<file path="src/rtl/led_pattern_rotator.sv">
// LED pattern sequencer: a prescaled tick steps a WIDTH-bit pattern by rotating
// it left or right, bouncing it between the ends, or holding it. A parallel load is also supported.
module led_pattern_rotator #(
  parameter int WIDTH     = 8,
  parameter int DIV_WIDTH = 24
) (
  input  logic                 clk,
  input  logic                 rst,
  input  logic                 en,
  input  logic [1:0]           mode,
  input  logic [DIV_WIDTH-1:0] div,
  input  logic                 load,
  input  logic [WIDTH-1:0]     load_val,
  output logic [WIDTH-1:0]     d,
  output logic                 step
);

  localparam logic [WIDTH-1:0]     D_INIT  = 1;
  localparam logic [DIV_WIDTH-1:0] CNT_ONE = 1;

  typedef enum logic [1:0] {
    MODE_ROT_LEFT  = 2'b00,
    MODE_ROT_RIGHT = 2'b01,
    MODE_BOUNCE    = 2'b10,
    MODE_HOLD      = 2'b11
  } mode_e;

  logic [DIV_WIDTH-1:0] cnt;
  logic                 dir_left;
  logic [WIDTH-1:0]     d_next;
  logic                 dir_left_next;
  logic                 tick;

  assign tick = en && (cnt == div);

  always_comb begin
    d_next        = d;
    dir_left_next = dir_left;
    case (mode_e'(mode))
      MODE_ROT_LEFT: begin
        d_next        = {d[WIDTH-2:0], d[WIDTH-1]};
        dir_left_next = 1'b1;
      end
      MODE_ROT_RIGHT: begin
        d_next        = {d[0], d[WIDTH-1:1]};
        dir_left_next = 1'b0;
      end
      MODE_BOUNCE: begin
        // Both end bits lit: nowhere to go, so the pattern parks.
        if (d[WIDTH-1] && d[0]) begin
          d_next = d;
        end else if (dir_left) begin
          if (d[WIDTH-1]) begin
            d_next        = d >> 1;
            dir_left_next = 1'b0;
          end else begin
            d_next = d << 1;
          end
        end else begin
          if (d[0]) begin
            d_next        = d << 1;
            dir_left_next = 1'b1;
          end else begin
            d_next = d >> 1;
          end
        end
      end
      default: begin
        d_next        = d;
        dir_left_next = dir_left;
      end
    endcase
  end

  always_ff @(posedge clk) begin
    if (rst) begin
      d        <= D_INIT;
      dir_left <= 1'b1;
      cnt      <= '0;
      step     <= 1'b0;
    end else if (load) begin
      // A load restarts the step period and swallows a coincident tick.
      d    <= load_val;
      cnt  <= '0;
      step <= 1'b0;
    end else if (tick) begin
      d        <= d_next;
      dir_left <= dir_left_next;
      cnt      <= '0;
      step     <= 1'b1;
    end else begin
      if (en) begin
        cnt <= cnt + CNT_ONE;
      end
      step <= 1'b0;
    end
  end

endmodule
</file>
<file path="config.mk">
export PLATFORM = sky130hd
export DESIGN_NAME = led_pattern_rotator
export DESIGN_NICKNAME = d
export VERILOG_FILES = /design/src/rtl/led_pattern_rotator.sv
export SDC_FILE = /design/constraint.sdc
export NUM_CORES = 1
export LEC_CHECK = 0
export ABC_AREA = 1
export BUFFER_PORTS_ARGS = -buffer_cell sky130_fd_sc_hd__buf_4
export CAP_MARGIN = 10
export CORE_ASPECT_RATIO = 0.6
export CORE_MARGIN = 4
export CORE_UTILIZATION = 52
export DETAILED_ROUTE_END_ITERATION = 6
export GPL_ROUTABILITY_DRIVEN = 0
export PLACE_DENSITY = 0.75
export SYNTH_ARGS = -nofsm -noshare
export SYNTH_HDL_FRONTEND = slang
export SYNTH_SLANG_ARGS = --single-unit
</file>
<file path="constraint.sdc">
create_clock -name clk -period 2.8 [get_ports clk]
set_input_delay 0.14 -clock clk [delete_from_list [all_inputs] [get_ports clk]]
set_output_delay 0.14 -clock clk [all_outputs]
set_load 0.01 [all_outputs]
</file>
; After elaboration in Yosys (flattened, before gate mapping)
; Index checks and enable logic that the tools add are counted.
[op_classes]
addsub = 1
eq_ne = 5
mux = 13
bitwise_logic = 1
n_reduce_logical = 10
[op_table]
columns = op, n
row1 = $mux W8, 6
row2 = $add A24 B1 Y24 const B, 1
row3 = $eq A24 B24 Y1, 1
row4 = $pmux W8 S3, 1
row5 = $mux W1, 5
row6 = $reduce_and A4 Y1, 1
row7 = $reduce_bool A4 Y1, 1
row8 = $ne A3 B3 Y1 const B, 1
row9 = $pmux W1 S3, 1
row10 = $reduce_and A3 Y1, 1
row11 = $reduce_bool A3 Y1, 1
row12 = $reduce_or A3 Y1, 1
row13 = $eq A2 B1 Y1 const B, 1
row14 = $eq A2 B2 Y1 const B, 1
row15 = $logic_and A1 B1 Y1, 2
row16 = $logic_not A2 Y1, 1
row17 = $ne A2 B2 Y1 const B, 1
row18 = $reduce_bool A2 Y1, 1
row19 = $reduce_or A2 Y1, 1
row20 = $not A1 Y1, 1
[totals]
ff_bits = 34
output_inout_bits = 9
wordCells = 34

; Longest topological paths before layout
; Gate-level depths: netlist (run 1).
[logic_depth]
word_depth = 6
mapped_depth = 13
depth_no_buf = 13

; Worst setup path before layout (run 1)
; No wires, ideal clock.
[synth_timing]
path_type = register -> register
from = register cnt[0]
to = register cnt[18]
setup_time_ns = 0.114
arrival_ns = 1.405
slack_ns = 1.281
stages_incl_launch_ff = 9
n_path_buf = 0
path_cell_list = dfxtp_1 > ha_1 > nand3_1 > nor2_1 > nand4_1 > nor3_1 > nand2_1 > xor2_1 > nor2_1
[synth_via]
elab_chain_cells = 3
[synth_rtl]
columns = item, line_no
row1 = from (decl), 28  ; logic [DIV_WIDTH-1:0] cnt;
row2 = from (signal assigned), 93  ; cnt <= cnt + CNT_ONE;
row3 = branches (longest 3 deep; another with $add A24 B1 Y24), n/a
; Parallel ways; which one is timed is not known.
; A chain may end at the register's enable or synchronous reset.

; Worst setup path after layout (run 1)
; Ends and elaborated chain as after synthesis.

==> out/metrics.yaml, run 1 <==
route:
  wl_met1_microns: 3660
  vias: 2743
  wl_met2_microns: 2760
  drt-total-wl_microns: 7010
  routed_via_density: 5.12
  ant_nets: 0
  drtPass1Iterations: 5
  drc: 0
  drt_iter0_drc: 287
  top_layer: "met4"
  met3_wirelength_microns: 530
  wl_per_cell_microns: 13.1
floorplanning:
  die_w_microns: 97.3
  dieHeight_microns: 61.6
  num_io_pins: 47
  rows: 19
  fp.dieArea_sq_um: 5990
  core_area_sq_um: 4590
  start_util_pct: 54.2
timing:
  final_hold_viol_count: 0
  setup_ws_ns: 0.868
  period_share_pct: 69.0
  whs_ns: 0.142
  slew_viol_final: 0
  setup_viol: 0
  worst_pin_slew_ns: 0.598
  fmax_mhz: 518
  slew-limit-headroom_pct: 60.1
  rsz0062_at_grt: "false"
  period_needed_ns: 1.93
  fin_setup_tns_ns: 0
  finClkSkew_ns: 0.00700
job:
  maxCapViolCount: 0
yosys:
  postSynthCellCount: 426
  synth_edf_count: 0
  synthFlopType: "dfxtp_1"
  ys_types: 29
  ys_seq_elements: 34
  ys_seq_area_share_pct: 27.4
  synth_warnings: 0
  syn-num-nets: 469
  syn_area_sq_um: 2490
  synth-async-reset-ratio_pct: 0
  syn-mean-instance-area_sq_um: 5.84
finish:
  drive_above_1_share_pct: 13.1
  final_common_cell: "nand2_1"
  syn2layout_area_growth_pct: 19.8
  nNetsFinal: 515
  final_area_sq_um: 2980
  diodes: 0
  layout_common_cells: "nand2_1 (138), inv_1 (68), nor2_1 (58)"
  seq_area_sq_um: 681
  fillers: 461
  fin_cells: 536
  multi_input_area_sq_um: 1500
worst_setup_path:
  critical_path_buf_inv_count: 0
  crit_family: "simple AND/OR/NAND/NOR gates"
  worstPathRequired_ns: 2.97
  path_common_cell: "nor2_1"
  cp.arrival_ns: 2.10
  criticalPathCategory: "flip-flop to flip-flop"
  r2r_start: "cnt[0]"
  startpoint_type: "flip-flop"
  rr_endpoint: "cnt[18]"
  cp_max_fo: 5
  path_cells: "ha_1 > nand3_1 > nor2_1 > nand4_1 > nor3_1 > nand2_1 > xor2_1 > nor2_1"
  worstRegToRegCells: 8
  crit_slowest_cell: "dfxtp_1"
  cp-end-kind: "flip-flop"
  r2r_slack_ns: 0.87
  max_stage_delay_ns: 0.40
hold_path:
  hp-start: "rst"
  hold_depth: 4
  min_to: "step"
  hp-class: "input pin to flip-flop"
cts:
  ctsLongestPathBuffers: 2
  clk_pin_slew_ns: 0.08
  cts_buffers: 5
  hold_buffers: 0
  clk_latency_ns: 0.29
  cts_tree: "done"
  cts_resized: 0
  root_buffer: "clkbuf_8"
  cts_sinks: 34
  cts_setup_buffers: 0
  cts-htree-levels: 2
placement:
  dp_hpwl_microns: 5370
  dp_slack_ns: 0.951
  place_area_sq_um: 2870
  dp.cells: 528
  numPortBuffers: 46
outcome:
  status: "finished, final reports clean"
grt:
  grt_max_degree: 25
  grt-ovfl-total: 0
  antenna_found_initial: 0
  grt_pass1_vias: 2265
  grt_pass1_wl_microns: 11200
  grtUsageTotal_pct: 23.6
pwr:
  peakVddDrop_uv: 282
  power.leakage_nw: 1.41
  power_per_cell_area_nw_per_um2: 385
[power by group]
part | switching, mW | internal (mW) | leakage [nW]
combinational | 0.111 | 0.0860 | 1.08
clock | 0.196 | 0.249 | 0.0575
sequential | 0.0129 | 0.493 | 0.276
[worst register-to-register path, stage by stage, from the launching register on]
cell,delay [ns]
dfxtp_1,0.40
ha_1,0.22
nand3_1,0.12
nor2_1,0.17
nand4_1,0.26
nor3_1,0.34
nand2_1,0.12
xor2_1,0.15
nor2_1,0.05
[logic make-up (layout without fill, tap and decap cells)]
group / count (synthesis) / after routing / share of synthesized area (%)
compound gates: 28 / 28 / 6.19
xor+xnor: 21 / 21 / 7.39
fa+ha+maj: 5 / 5 / 2.52
buf+inv: 78 / 125 / 12.4
flops: 34 / 34 / 27.4
simple gates: 260 / 260 / 44.2
[routing by layer]
layer | vias to the layer above | GRT usage (%)
li1 | 1416 | -
met1 | 1210 | 36.3
met2 | 109 | 32.8
met3 | 8 | 5.20
met4 | 0 | 5.92
met5 | - | 0
[worst max path at each step]
stage                     depth (start not counted)       to  startpoint
after floorplan                                   8  cnt[18]      cnt[0]
after global placement                            8  cnt[18]      cnt[0]
after detailed placement                          8  cnt[18]      cnt[0]
after CTS                                         8  cnt[18]      cnt[0]
after global routing                              9  cnt[21]     cnt[19]
final                                             8  cnt[18]      cnt[0]
[Yosys cell counts, types with 2 or more instances]
library cell / n / share of area [%]
dfxtp_1: 34 / 27
ha_1: 5 / 2.5
nand4_1: 13 / 3.3
nor2_1: 58 / 8.8
nand3_1: 25 / 5.0
nor3b_1: 2 / 0.60
nor3_1: 12 / 2.4
nand2_1: 138 / 21
xor2_1: 14 / 4.9
clkbuf_1: 3 / 0.45
a21oi_1: 13 / 2.6
inv_1: 68 / 10
inv_2: 2 / 0.30
nor4_1: 4 / 1.0
xnor2_1: 7 / 2.5
buf_4: 2 / 0.60
o21ai_0: 11 / 2.2
nand3b_1: 2 / 0.60
nor2_2: 3 / 0.75
[per-stage QoR]
| step | utilization (%) | power, mW |
|---|---|---|
| after global routing | 65.0 | 1.20 |
| after global placement | 62.6 | 0.706 |
| after floorplan | - | 0.621 |
| after CTS | 65.0 | 1.15 |
| final | 65.0 | 1.15 |
| after detailed placement | 62.6 | 0.708 |
[cell type report]
cell class                      instances  share of cell area, %
Clock buffer                            8                   3.69
Inverter                               71                   8.94
Multi-Input combinational cell        314                   50.3
Sequential cell                        34                   22.8
Tap cell                               63                   2.64
Timing Repair Buffer                   46                   11.6
[sequential cells by signal (all words and copies together), names as in the netlist]
register,count
dir_left,1
cnt,24
d,8
step,1
Note: power is estimated with default switching activity, not from simulation.
==> run 2: changes to the inputs <==
Settings changed: CORE_UTILIZATION 52 to 50.
Clock period 2.8 ns to 1.6 ns, I/O delays scaled along.
==> out/metrics.yaml, run 2 (synthesized netlist as in run 1, its figures left out) <==
pwr:
  power.leakage_nw: 1.62  # +15%
  peakVddDrop_uv: 488  # +73%
  power_mw: 2.04  # +77%
  power_per_cell_area_nw_per_um2: 599  # +56%
hold_path:
  min_to: "step"
  hold_depth: 4  # unchanged
  hp-class: "input pin to flip-flop"
  hp-start: "rst"
timing:
  finClkSkew_ns: 0.00744  # +0.000442 ns
  slew_viol_final: 0  # unchanged
  worst_pin_slew_ns: 0.445  # -0.153 ns
  final_hold_viol_count: 0  # unchanged
  setup_ws_ns: -0.0919  # -0.960 ns
  rsz0062_at_grt: "true"
  slew-limit-headroom_pct: 70.3  # +10 points
  period_needed_ns: 1.69  # -0.240 ns
  period_share_pct: 106  # +37 points
  whs_ns: 0.0881  # -0.0544 ns
  fmax_mhz: 591  # +14%
  setup_viol: 32  # +32
cts:
  hold_buffers: 0  # unchanged
  cts_tree: "done"
  ctsLongestPathBuffers: 2  # unchanged
  cts_buffers: 5  # unchanged
  clk_latency_ns: 0.28  # about the same
  cts_sinks: 34  # unchanged
  root_buffer: "clkbuf_8"
  cts-htree-levels: 2  # unchanged
  clk_pin_slew_ns: 0.07  # about the same
worst_setup_path:
  rr_endpoint: "d[5]"
  worstPathRequired_ns: 1.82  # -1.15 ns
  startpoint_type: "flip-flop"
  r2r_start: "cnt[1]"
  max_stage_delay_ns: 0.36  # -0.04 ns
  path_cells: "buf_6 > inv_4 > nand2_2 > nand2_1 > inv_1 > nand2_1 > nor2_1 > nand2_1 > nor2_4 > nand3_4 > clkbuf_16 > nand3_2 > nand2_1 > nor2_1"
  path_common_cell: "nand2_1"
  cp.arrival_ns: 1.91  # -0.19 ns
  r2r_slack_ns: -0.09  # -0.96 ns
  criticalPathCategory: "flip-flop to flip-flop"
  cp_max_fo: 5  # unchanged
  crit_slowest_cell: "dfxtp_2"
  worstRegToRegCells: 14  # +6
  cp-end-kind: "flip-flop"
  cp-startpoint: "cnt[1]"
grt:
  grt_pass1_wl_microns: 12000  # +7.6%
  grt-ovfl-total: 0  # unchanged
  grt_max_degree: 25  # unchanged
  antenna_found_initial: 0  # unchanged
  grt_pass1_vias: 2568  # +13%
  grtUsageTotal_pct: 23.9  # +0.27 points
floorplanning:
  start_util_pct: 53.1  # -1.1 points
  die_w_microns: 99.1  # +1.8%
  rows: 19  # unchanged
  fp.dieArea_sq_um: 6200  # +3.6%
  dieHeight_microns: 62.6  # +1.7%
  core_area_sq_um: 4680  # +2.1%
  num_io_pins: 47  # unchanged
finish:
  reg.largest.list: "cnt x24, d x8"
  diodes: 0  # unchanged
  layout_common_cells: "nand2_1 (136), buf_4 (77), inv_1 (67)"
  drive_above_1_share_pct: 23.4  # +10 points
  largest_reg_flops: 24  # unchanged
  final_common_cell: "nand2_1"
  nNetsFinal: 550  # +6.8%
  fin_util_pct: 72.5  # +7.6 points
  fin_cells: 571  # +6.5%
  syn2layout_area_growth_pct: 36.5
  top_register: "cnt"
outcome:
  violations: "negative setup slack"
  status: "complete, but fails checks"
route:
  drt-total-wl_microns: 7600  # +8.5%
  routed_via_density: 5.14  # +0.48%
  ant_nets: 0  # unchanged
  drc: 0  # unchanged
  wl_per_cell_microns: 13.3  # +1.8%
  vias: 2936  # +7.0%
  drt_iter0_drc: 240  # -16%
  drtPass1Iterations: 5  # unchanged
placement:
  dp.cells: 560  # +6.1%
  dp_slack_ns: -0.0811  # -1.03 ns
  dp_hpwl_microns: 5900  # +9.8%
  numPortBuffers: 46  # unchanged
job:
  maxCapViolCount: 0  # unchanged
-- run 2: cell count changes in the layout (fill, tap and decap cells not counted), sizes merged --
cell	before	now
buf	46	80
clkbuf	8	9
-- run 2: repair_timing --
| item | 4_1_cts | 5_1_grt |
|---|---|---|
| pin swaps | 5 | 11 |
| endpoints found under the setup margin | 5 | 33 |
| setup buffers | 1 | 1 |
| gates cloned | 0 | 1 |
| gates resized for setup | 7 | 21 |
-- run 2: critical path: cells and delay by family, from the launching register on --
family | cells | cell delay, ns
buffers and inverters | 4 | 0.39
flip-flops | 1 | 0.36
AND/OR/NAND/NOR | 10 | 0.86
-- run 2: area by class of cell --
cell class              count  area, sq um
repair buffers             81          654
clock buffers               8          110
flip-flops and latches     34          684
inverters                  71          269
fillers                   390         1290
multi-input cells         314         1600
well taps                  63         78.8
-- run 2: layer usage --
| layer | up-vias | GRT usage [%] | part of all wire (%) |
|---|---|---|---|
| met3 | 2 | 5.57 | 11 |
| li1 | 1481 | - | - |
| met1 | 1332 | 36.1 | 47 |
| met5 | - | 0 | 0 |
| met2 | 121 | 34.0 | 41 |
| met4 | 0 | 4.60 | 0.25 |
-- run 2: how the worst max path moves through the flow --
stage	cells after the start	to
floorplan	8	cnt[18]
finish	14	d[5]
detailed placement	8	cnt[14]
global placement	8	cnt[14]
global route	14	d[2]
CTS	8	cnt[14]
-- run 2: power breakdown --
group          internal (mW)  switching (mW)
Combinational          0.182           0.213
Clock                  0.435           0.322
Sequential             0.863          0.0205
-- run 2: through the flow --
stage,cell area (sq um),setup TNS (ns)
finish,3400,-1.97
global route,3400,-5.21
CTS,3280,-0.0198
detailed placement,3140,-0.180
global placement,3140,0
floorplan,2490,0
==> run 3: changes to the inputs <==
Settings changed: GPL_TIMING_DRIVEN set to 0, PLACE_DENSITY 0.75 to 0.76.
==> out/metrics.yaml, run 3 (synthesized netlist as in run 1, its figures left out) <==
outcome:
  status: "complete, but fails checks"
  violations: "negative setup slack"
finish:
  nNetsFinal: 529  # -3.8%
  layout_common_cells: "nand2_1 (129), inv_1 (64), nor2_1 (51)"
  fin_cells: 550  # -3.7%
  final_area_sq_um: 3280  # -3.5%
  fin_util_pct: 70.0  # -2.5 points
  syn2layout_area_growth_pct: 31.8
  largest_reg_flops: 24  # unchanged
  top_register: "cnt"
  diodes: 0  # unchanged
  final_common_cell: "nand2_1"
  reg.largest.list: "cnt x24, d x8"
  drive_above_1_share_pct: 24.6  # +1.2 points
cts:
  cts-htree-levels: 2  # unchanged
  ctsLongestPathBuffers: 2  # unchanged
  cts_buffers: 5  # unchanged
  clk_latency_ns: 0.29  # about the same
  clk_pin_slew_ns: 0.08  # about the same
  cts_sinks: 34  # unchanged
  cts_tree: "done"
  root_buffer: "clkbuf_8"
route:
  drt_iter0_drc: 183  # -24%
  vias: 2878  # -2.0%
  wl_per_cell_microns: 13.7  # +2.8%
  drc: 0  # unchanged
  routed_via_density: 5.23  # +1.8%
  drt-total-wl_microns: 7530  # -0.99%
  drtPass1Iterations: 5  # unchanged
  ant_nets: 0  # unchanged
grt:
  grt_max_degree: 12  # -52%
  antenna_found_initial: 0  # unchanged
  grt_pass1_vias: 2378  # -7.4%
  grtUsageTotal_pct: 23.3  # -0.54 points
  grt-ovfl-total: 0  # unchanged
  grt_pass1_wl_microns: 11700  # -2.7%
timing:
  fmax_mhz: 618  # +4.6%
  slew-limit-headroom_pct: 64.9  # -5.4 points
  fin_setup_tns_ns: -0.0178  # +1.96 ns
  setup_viol: 1  # -97%
  setup_ws_ns: -0.0178  # +0.0741 ns
  period_needed_ns: 1.62  # -0.0741 ns
  rsz0062_at_grt: "true"
  final_hold_viol_count: 0  # unchanged
  worst_pin_slew_ns: 0.526  # +0.0810 ns
  whs_ns: 0.104  # +0.0158 ns
  period_share_pct: 101  # -4.6 points
  slew_viol_final: 0  # unchanged
  finClkSkew_ns: 0.00734  # -0.000104 ns
floorplanning:
  dieHeight_microns: 62.6  # unchanged
  die_w_microns: 99.1  # unchanged
  num_io_pins: 47  # unchanged
  start_util_pct: 53.1  # unchanged
  rows: 19  # unchanged
  fp.dieArea_sq_um: 6200  # unchanged
  core_area_sq_um: 4680  # unchanged
hold_path:
  hold_depth: 4  # unchanged
  hp-class: "input pin to flip-flop"
  hp-start: "rst"
  min_to: "step"
worst_setup_path:
  crit_slowest_cell: "dfxtp_1"
  cp-end-kind: "flip-flop"
  cp.arrival_ns: 1.80  # -0.11 ns
  max_stage_delay_ns: 0.35  # about the same
  startpoint_type: "flip-flop"
  path_cells: "inv_1 > nand2_1 > nand2_1 > nand2_1 > nor2_1 > nand2_1 > nor2_4 > nand3_4 > buf_6 > a21oi_1 > nor2_1"
  worstRegToRegCells: 11  # -3
  criticalPathCategory: "flip-flop to flip-flop"
  cp_max_fo: 5  # unchanged
  path_common_cell: "nand2_1"
  r2r_slack_ns: -0.02  # +0.07 ns
  rr_endpoint: "d[1]"
  cp-startpoint: "cnt[20]"
  critical_path_buf_inv_count: 2  # -2
  r2r_start: "cnt[20]"
  worstPathRequired_ns: 1.79  # -0.03 ns
  crit_family: "simple AND/OR/NAND/NOR gates"
pwr:
  peakVddDrop_uv: 513  # +5.1%
  power_frac_seq_pct: 44.7  # +1.3 points
  clkPwrFrac_pct: 35.7  # -1.5 points
  p_int_mw: 1.36  # -7.8%
  net-switching-power_mw: 0.584  # +5.2%
  p_sw_share_pct: 30.0  # +2.7 points
  p_comb_share_pct: 19.6  # +0.2 points
  power.leakage_nw: 1.49  # -8.1%
  power_per_cell_area_nw_per_um2: 594  # -0.85%
job:
  maxCapViolCount: 0  # unchanged
placement:
  dp.cells: 534  # -4.6%
  dp_hpwl_microns: 5640  # -4.3%
  numPortBuffers: 45  # -2.2%
  place_area_sq_um: 2900  # -7.4%
## run 3: changes by cell type in the layout (fill, tap and decap cells not counted), sizes merged
cell / before / now
buf: 80 / 57
clkinv: 1 / 2
clkinvlp: 0 / 1
## run 3: tightest hold or removal path: cells and delay by family
kind,cells,cell delay [ns]
buf+inv,2,0.15
simple gates,2,0.13
## run 3: cell type report
| cell class | count | area, sq um |
|---|---|---|
| inverters | 71 | 267 |
| plain buffers | 7 | 56.3 |
| well taps | 63 | 78.8 |
| clock buffers | 6 | 82.6 |
| repair buffers | 53 | 409 |
| clock inverters | 2 | 12.5 |
| flip-flops and latches | 34 | 729 |
| multi-input cells | 314 | 1640 |
| fillers | 408 | 1410 |
## run 3: power by group through the flow
| stage | Sequential [mW] | Combinational [mW] | Clock [mW] |
|---|---|---|---|
| after floorplan | 0.904 | 0.183 | 0 |
| after global placement | 0.904 | 0.338 | 0 |
| after detailed placement | 0.903 | 0.343 | 0 |
| after CTS | 0.884 | 0.352 | 0.703 |
| after global routing | 0.875 | 0.424 | 0.739 |
| final | 0.872 | 0.382 | 0.695 |
## run 3: worst max path at each step
| stage | end | slack [ns] | cells past startpoint |
|---|---|---|---|
| floorplan | cnt[18] | 0.08 | 8 |
| global placement | cnt[18] | -0.24 | 8 |
| detailed placement | cnt[18] | -0.27 | 8 |
| CTS | d[1] | 0.005 | 9 |
| global route | d[4] | -0.1 | 13 |
| finish | d[1] | -0.02 | 11 |
## run 3: what timing repair did
item / 4_1_cts / 5_1_grt
resized for setup: 26 / 52
hold buffers: 0 / 0
cloned: 0 / 1
setup endpoints to repair: 29 / 33
buffers inserted: 2 / 5
pin swaps: 2 / 18
## run 3: routing by layer
metal,up-vias,share of wire [%],routed length (microns),track usage [%]
li1,1446,-,-,-
met1,1287,49,3660,37.9
met2,137,41,3080,30.4
met3,8,9.9,746,5.02
met4,0,0.61,46,4.43
met5,-,0,0,0
## run 3: per-stage QoR
stage               worst slack [ns]  total power, mW
detailed placement            -0.266             1.25
global placement              -0.245             1.24
finish                       -0.0178             1.95
global route                 -0.0959             2.04
CTS                          0.00452             1.94
floorplan                     0.0811             1.09
